==> src/rtl/gain_ramp_ctrl_if.sv <==
// Control/status bundle between software-facing logic and gain_ramp_ctrl.
// master drives the controls and the multiplier overflow flag; slave is the
// ramp controller itself.
interface gain_ramp_ctrl_if #(
  parameter int GAIN_WIDTH      = 7,
  parameter int DIV_WIDTH       = 16,
  parameter int OFLOW_CNT_WIDTH = 8
);
  logic signed [GAIN_WIDTH-1:0]   gain_target;
  logic                           gain_load;
  logic [DIV_WIDTH-1:0]           ramp_div;
  logic                           backoff_en;
  logic                           overflow;
  logic                           oflow_clr;
  logic signed [GAIN_WIDTH-1:0]   gain;
  logic                           ramping;
  logic                           holding;
  logic [OFLOW_CNT_WIDTH-1:0]     oflow_count;
  logic                           oflow_sticky;

  modport master (
    output gain_target, gain_load, ramp_div, backoff_en, overflow, oflow_clr,
    input  gain, ramping, holding, oflow_count, oflow_sticky
  );

  modport slave (
    input  gain_target, gain_load, ramp_div, backoff_en, overflow, oflow_clr,
    output gain, ramping, holding, oflow_count, oflow_sticky
  );
endinterface

==> src/rtl/gain_ramp_ctrl.sv <==
// Gain ramp controller: walks the signed gain word toward a loaded target one
// step per ramp_div+1 cycles, backs gain off by one step on multiplier
// overflow (then holds), and keeps a saturating overflow count + sticky flag.
module gain_ramp_ctrl #(
  parameter int GAIN_WIDTH      = 7,
  parameter int DIV_WIDTH       = 16,
  parameter int OFLOW_CNT_WIDTH = 8,
  parameter int HOLD_CYCLES     = 1024
) (
  input  logic             clk,
  input  logic             rst,
  gain_ramp_ctrl_if.slave  bus
);

  localparam int HW = (HOLD_CYCLES > 1) ? $clog2(HOLD_CYCLES) : 1;
  localparam logic [HW-1:0] HOLD_INIT = HW'(HOLD_CYCLES - 1);
  localparam logic signed [GAIN_WIDTH-1:0] ONE = GAIN_WIDTH'(1);

  typedef enum logic [1:0] {IDLE, RAMP, HOLD} state_t;

  state_t                       state_q, state_d;
  logic signed [GAIN_WIDTH-1:0] gain_q, gain_d;
  logic signed [GAIN_WIDTH-1:0] tgt_q, tgt_d;
  logic [DIV_WIDTH-1:0]         presc_q, presc_d;
  logic [HW-1:0]                hold_q, hold_d;
  logic                         ovf_q;
  logic [OFLOW_CNT_WIDTH-1:0]   cnt_q, cnt_d;
  logic                         sticky_q, sticky_d;

  // Target seen this cycle: a load strobe overrides the stored target so a
  // retarget steers the very step taken on the same edge.
  logic signed [GAIN_WIDTH-1:0] eff_tgt;
  logic signed [GAIN_WIDTH-1:0] step_gain;
  logic                         backoff;
  logic                         term;

  // State and datapath registers; overflow is registered once before use.
  always_ff @(posedge clk) begin
    if (rst) begin
      state_q  <= IDLE;
      gain_q   <= '0;
      tgt_q    <= '0;
      presc_q  <= '0;
      hold_q   <= '0;
      ovf_q    <= 1'b0;
      cnt_q    <= '0;
      sticky_q <= 1'b0;
    end else begin
      state_q  <= state_d;
      gain_q   <= gain_d;
      tgt_q    <= tgt_d;
      presc_q  <= presc_d;
      hold_q   <= hold_d;
      ovf_q    <= bus.overflow;
      cnt_q    <= cnt_d;
      sticky_q <= sticky_d;
    end
  end

  // Next-state logic: backoff outranks any load; HOLD defers ramping.
  always_comb begin
    state_d  = state_q;
    gain_d   = gain_q;
    tgt_d    = tgt_q;
    presc_d  = presc_q;
    hold_d   = hold_q;
    cnt_d    = cnt_q;
    sticky_d = sticky_q;

    eff_tgt  = bus.gain_load ? bus.gain_target : tgt_q;
    // Lowering ramp_div below the running count terminates immediately.
    term     = (presc_q >= bus.ramp_div);
    backoff  = bus.backoff_en && ovf_q && (state_q != HOLD);

    if (gain_q < eff_tgt)      step_gain = gain_q + ONE;
    else if (gain_q > eff_tgt) step_gain = gain_q - ONE;
    else                       step_gain = gain_q;

    if (backoff) begin
      // One step toward zero; -64 becomes -63, zero stays zero.
      if (gain_q > 0)      gain_d = gain_q - ONE;
      else if (gain_q < 0) gain_d = gain_q + ONE;
      tgt_d   = gain_d;
      hold_d  = HOLD_INIT;
      state_d = HOLD;
    end else begin
      unique case (state_q)
        IDLE: begin
          if (bus.gain_load) begin
            tgt_d   = bus.gain_target;
            presc_d = '0;
            if (bus.gain_target != gain_q) state_d = RAMP;
          end
        end
        RAMP: begin
          tgt_d = eff_tgt;
          if (eff_tgt == gain_q) begin
            state_d = IDLE;
          end else if (term) begin
            presc_d = '0;
            gain_d  = step_gain;
            if (step_gain == eff_tgt) state_d = IDLE;
          end else begin
            presc_d = presc_q + DIV_WIDTH'(1);
          end
        end
        HOLD: begin
          tgt_d = eff_tgt;
          if (hold_q == '0) begin
            presc_d = '0;
            state_d = (eff_tgt != gain_q) ? RAMP : IDLE;
          end else begin
            hold_d = hold_q - HW'(1);
          end
        end
        default: state_d = IDLE;
      endcase
    end

    // Clear wins over history but not over an overflow in the same cycle.
    if (bus.oflow_clr) begin
      cnt_d    = ovf_q ? OFLOW_CNT_WIDTH'(1) : '0;
      sticky_d = ovf_q;
    end else if (ovf_q) begin
      if (!(&cnt_q)) cnt_d = cnt_q + OFLOW_CNT_WIDTH'(1);
      sticky_d = 1'b1;
    end
  end

  assign bus.gain         = gain_q;
  assign bus.ramping      = (state_q == RAMP);
  assign bus.holding      = (state_q == HOLD);
  assign bus.oflow_count  = cnt_q;
  assign bus.oflow_sticky = sticky_q;

endmodule

==> src/flat_wrapper.sv <==
// flat-port wrapper written by rule: the top's interface ports become plain ports
module gain_ramp_ctrl_flat 
#(
  parameter int GAIN_WIDTH      = 7,
  parameter int DIV_WIDTH       = 16,
  parameter int OFLOW_CNT_WIDTH = 8,
  parameter int HOLD_CYCLES     = 1024
)
  (clk, rst, bus_gain_target, bus_gain_load, bus_ramp_div, bus_backoff_en, bus_overflow, bus_oflow_clr, bus_gain, bus_ramping, bus_holding, bus_oflow_count, bus_oflow_sticky);
  gain_ramp_ctrl_if #(.GAIN_WIDTH(GAIN_WIDTH), .DIV_WIDTH(DIV_WIDTH), .OFLOW_CNT_WIDTH(OFLOW_CNT_WIDTH)) bus_i ();
  input  logic clk;
  input  logic rst;
  input wire logic [$bits(bus_i.gain_target)-1:0] bus_gain_target;
  input wire logic [$bits(bus_i.gain_load)-1:0] bus_gain_load;
  input wire logic [$bits(bus_i.ramp_div)-1:0] bus_ramp_div;
  input wire logic [$bits(bus_i.backoff_en)-1:0] bus_backoff_en;
  input wire logic [$bits(bus_i.overflow)-1:0] bus_overflow;
  input wire logic [$bits(bus_i.oflow_clr)-1:0] bus_oflow_clr;
  output wire logic [$bits(bus_i.gain)-1:0] bus_gain;
  output wire logic [$bits(bus_i.ramping)-1:0] bus_ramping;
  output wire logic [$bits(bus_i.holding)-1:0] bus_holding;
  output wire logic [$bits(bus_i.oflow_count)-1:0] bus_oflow_count;
  output wire logic [$bits(bus_i.oflow_sticky)-1:0] bus_oflow_sticky;
  assign bus_i.gain_target = bus_gain_target;
  assign bus_i.gain_load = bus_gain_load;
  assign bus_i.ramp_div = bus_ramp_div;
  assign bus_i.backoff_en = bus_backoff_en;
  assign bus_i.overflow = bus_overflow;
  assign bus_i.oflow_clr = bus_oflow_clr;
  assign bus_gain = bus_i.gain;
  assign bus_ramping = bus_i.ramping;
  assign bus_holding = bus_i.holding;
  assign bus_oflow_count = bus_i.oflow_count;
  assign bus_oflow_sticky = bus_i.oflow_sticky;
  gain_ramp_ctrl #(.GAIN_WIDTH(GAIN_WIDTH), .DIV_WIDTH(DIV_WIDTH), .OFLOW_CNT_WIDTH(OFLOW_CNT_WIDTH), .HOLD_CYCLES(HOLD_CYCLES)) u_core (.clk(clk), .rst(rst), .bus(bus_i));
endmodule
==> config.mk <==
export PLATFORM = sky130hd
export DESIGN_NAME = gain_ramp_ctrl_flat
export DESIGN_NICKNAME = d
export VERILOG_FILES = /design/src/rtl/gain_ramp_ctrl_if.sv /design/src/rtl/gain_ramp_ctrl.sv /design/src/flat_wrapper.sv
export SDC_FILE = /design/constraint.sdc
export NUM_CORES = 1
export LEC_CHECK = 0
export CORE_MARGIN = 2
export CORE_UTILIZATION = 40
export CTS_CLUSTER_SIZE = 25
export DETAILED_ROUTE_END_ITERATION = 16
export HOLD_SLACK_MARGIN = 0.08
export PLACE_DENSITY = 0.7
export REMOVE_ABC_BUFFERS = 1
export SLEW_MARGIN = 20
export SYNTH_ARGS = -nofsm -noshare
export SYNTH_HDL_FRONTEND = slang
export SYNTH_SLANG_ARGS = --single-unit
==> constraint.sdc <==
create_clock -name clk -period 4.5 [get_ports clk]
set_input_delay 0.675 -clock clk [delete_from_list [all_inputs] [get_ports clk]]
set_output_delay 0.675 -clock clk [all_outputs]
set_load 0.005 [all_outputs]
==> run summary <==
status -> finished, final reports clean
Mapped Cells -> 473
cell taking the most area after synthesis -> dfxtp_1
HP Start -> u_core.bus.oflow_sticky$_SDFFE_PP0P_
post-CTS setup buffers -> 0
starting density of the core -> 41.1%
Hold Fails Final Rpt -> 0
unrepaired setup endpoints after global routing -> false
worst clock skew -> 0.0140 ns
sequential power share -> 49.6%
final WL -> 9.80 mm
type of the most critical hold path -> reg2reg
CTS Hold Buffers Added -> 0
area fraction in and, or, nand and nor cells after synthesis -> 23.3%
pwr/cell area -> 227 nW/um2
RR Endpoint -> u_core.state_q[0]$_SDFFE_PP0P_
gr usage total -> 19.7%
cell area after synthesis -> 3780 um2
GR Overflow Total -> 0
most frequent cell after synthesis -> nor2_1
antenna diode count -> 0
main area contributors after synthesis -> dfxtp_1, ha_1, xnor2_1
# port buffers -> 46
Post-DP HPWL -> 7.48 mm
measured slew at the worst slew-check pin -> 0.793 ns
layout cells sized above 1 -> 6.04%
Finished Core Util -> 48.2%
H-tree levels -> 2
internal cell power -> 0.000698 W
CP Class -> in2reg
reg2reg path depth -> 8
# setup viols final -> 0
Area Growth Syn to Fin -> 17.2%
sequential area share after synthesis -> 27.5%
Yosys top cell area share -> 27.5%
Crit. End Element -> flop
r2r setup slk -> 1.27 ns
GP Congestion -> 0.959
Tcrit/Tclk final -> 85.3%
per-cell routed wire length -> 15.7 um
CTS Buffer Depth -> 2
Final ANT Viol Nets -> 0
TNS Setup -> 0 ns
critical path launch point type -> input pin
mux contribution to synthesized area -> 4.01%
Die ar. -> 10,200 um2
top_reg_cell synth -> dfxtp_1
number of CTS-inserted buffers -> 5
Max-cap violations -> 0
EDFF count, synth -> 0
clock share of power -> 27.6%
largest net degree at the start of global routing -> 27
Synth Warn # -> 0
Die Span Y -> 101 um
post-CTS sizing -> 0
initial antenna violation count -> 0
main combinational cell family by area after synthesis -> simple AND/OR/NAND/NOR gates
ys async rst share -> 0%
CTS tree -> done
Post-Synth Adder-Cell Area -> 9.93%
maximum VDD drop -> 0.192 mV
routed vias -> 3,494
# DRC -> 0
#FFs+latches synth -> 52
worst-path maximum fanout -> 9
NumNets Final -> 571
Skew-Pair Late Insertion Delay -> 0.32 ns
I/O Pins -> 47
Comb power frac -> 22.8%
number of fill cells in the layout -> 893
Hold Path End -> u_core.bus.oflow_sticky$_SDFFE_PP0P_
DR vias/cell -> 5.60
xor/xnor cell area share of the yosys netlist -> 12.2%
Die Width -> 101 um
library cells used by synthesis -> 60
clock slew at reported path FFs -> 0.11 ns
global-route wire length before repair -> 16.1 mm
row count -> 35
Static Leakage -> 1.82 nW
DRT Pass-1 Iters -> 4
Critical path origin -> bus_gain_load
top cells by count, synth -> nor2_1, dfxtp_1, a21oi_1, nand2_1, inv_1
CTS Root Cell -> clkbuf_8
reg2reg start -> u_core.bus.gain[6]$_SDFFE_PP0P_
clk sinks -> 52
Initial DRC Count -> 161
WHS Path Cells -> 2
Slew Limit Fails -> 0
Switch Pwr -> 0.000306 W
post-synthesis compound-gate area fraction -> 17.5%
vias in the first global route -> 3,377
syn avg cell area -> 7.99 um2
Sw Share -> 30.5%
WP data required -> 4.70 ns
crit path time final -> 3.84 ns
Slew headroom -> 47.0%
Worst Path Arrival -> 4.04 ns
core area -> 9200 um2
Fmax -> 260 MHz
Min Hold Slack -> 0.516 ns
power groups by stage:
| stage | sequential [W] | clock (W) | combinational (W) |
|---|---|---|---|
| finish | 0.000498 | 0.000278 | 0.000229 |
| floorplan | 0.000503 | 0 | 0.000152 |
| detailed placement | 0.000508 | 0 | 0.000228 |
| global placement | 0.000508 | 0 | 0.000224 |
| CTS | 0.000498 | 0.000282 | 0.000229 |
| global route | 0.000500 | 0.000296 | 0.000253 |
how the worst max path moves through the flow:
stage                                      to  slack (ns)
2_1_floorplan  u_core.state_q[0]$_SDFFE_PP0P_        1.52
3_3_place_gp   u_core.state_q[0]$_SDFFE_PP0P_        0.46
3_5_place_dp   u_core.state_q[0]$_SDFFE_PP0P_        0.34
4_1_cts        u_core.state_q[0]$_SDFFE_PP0P_        0.68
5_1_grt        u_core.state_q[0]$_SDFFE_PP0P_        0.40
6_report       u_core.state_q[0]$_SDFFE_PP0P_        0.66
cell families after synthesis:
family          count (synthesis)
compound gates                 99
simple gates                  173
flops                          52
mux                            15
fa+ha+maj                      30
buf+inv                        53
xor+xnor                       51
cell usage in the layout, fill, tap and decap left out, types with 22 or more instances in the layout:
cell type / Yosys / layout
nand3_1: 22 / 22
nor2_1: 53 / 53
inv_1: 33 / 33
dfxtp_1: 52 / 52
a21oi_1: 39 / 39
clkdlybuf4s50_1: 0 / 46
nand2_1: 39 / 39
xor2_1: 25 / 25
ha_1: 30 / 30
xnor2_1: 25 / 25
layer usage:
layer / track usage (%) / share of wire, % / up-vias
met4: 6.13 / 2.3 / 0
met1: 25.2 / 45 / 1634
met2: 34.3 / 48 / 101
met5: 0 / 0 / -
li1: - / - / 1743
met3: 2.83 / 5.3 / 16
worst max-delay path, stage by stage:
cell and delay [ns]:
clkdlybuf4s50_1 0.79, mux2i_1 0.38, ha_1 0.21, nand4_1 0.24, a21oi_1 0.23, o21a_1 0.41
mux2i_1 0.43, xnor2_1 0.11, a2111oi_0 0.44, a31oi_1 0.12
cell type report:
type,count,area (um2),share of cell area [%]
timing repair buffer,52,505,11.4
inverter,33,124,2.80
clock inverter,2,16.3,0.367
multi-input combinational,368,2530,57.1
tap,111,139,3.14
clock buffer,6,72.6,1.64
sequential,52,1040,23.5
stage by stage:
step	power (W)	cells	instance area, um2	worst slack (ns)
6_report	0.00100	624	4430	0.661
5_1_grt	0.00105	624	4430	0.402
4_1_cts	0.00101	624	4430	0.680
3_5_place_dp	0.000736	616	4340	0.340
3_3_place_gp	0.000732	616	4340	0.457
2_1_floorplan	0.000655	453	3700	1.52
state kept, by name, indices dropped and copies added (netlist names):
| signal | count |
|---|---|
| u_core.presc_q | 16 |
| u_core.hold_q | 10 |
| u_core.bus.oflow_count | 8 |
| u_core.bus.gain | 7 |
| u_core.tgt_q | 7 |
| u_core.state_q | 2 |
| u_core.bus.oflow_sticky | 1 |
| u_core.ovf_q | 1 |
Power figures use the tool's default switching activity.
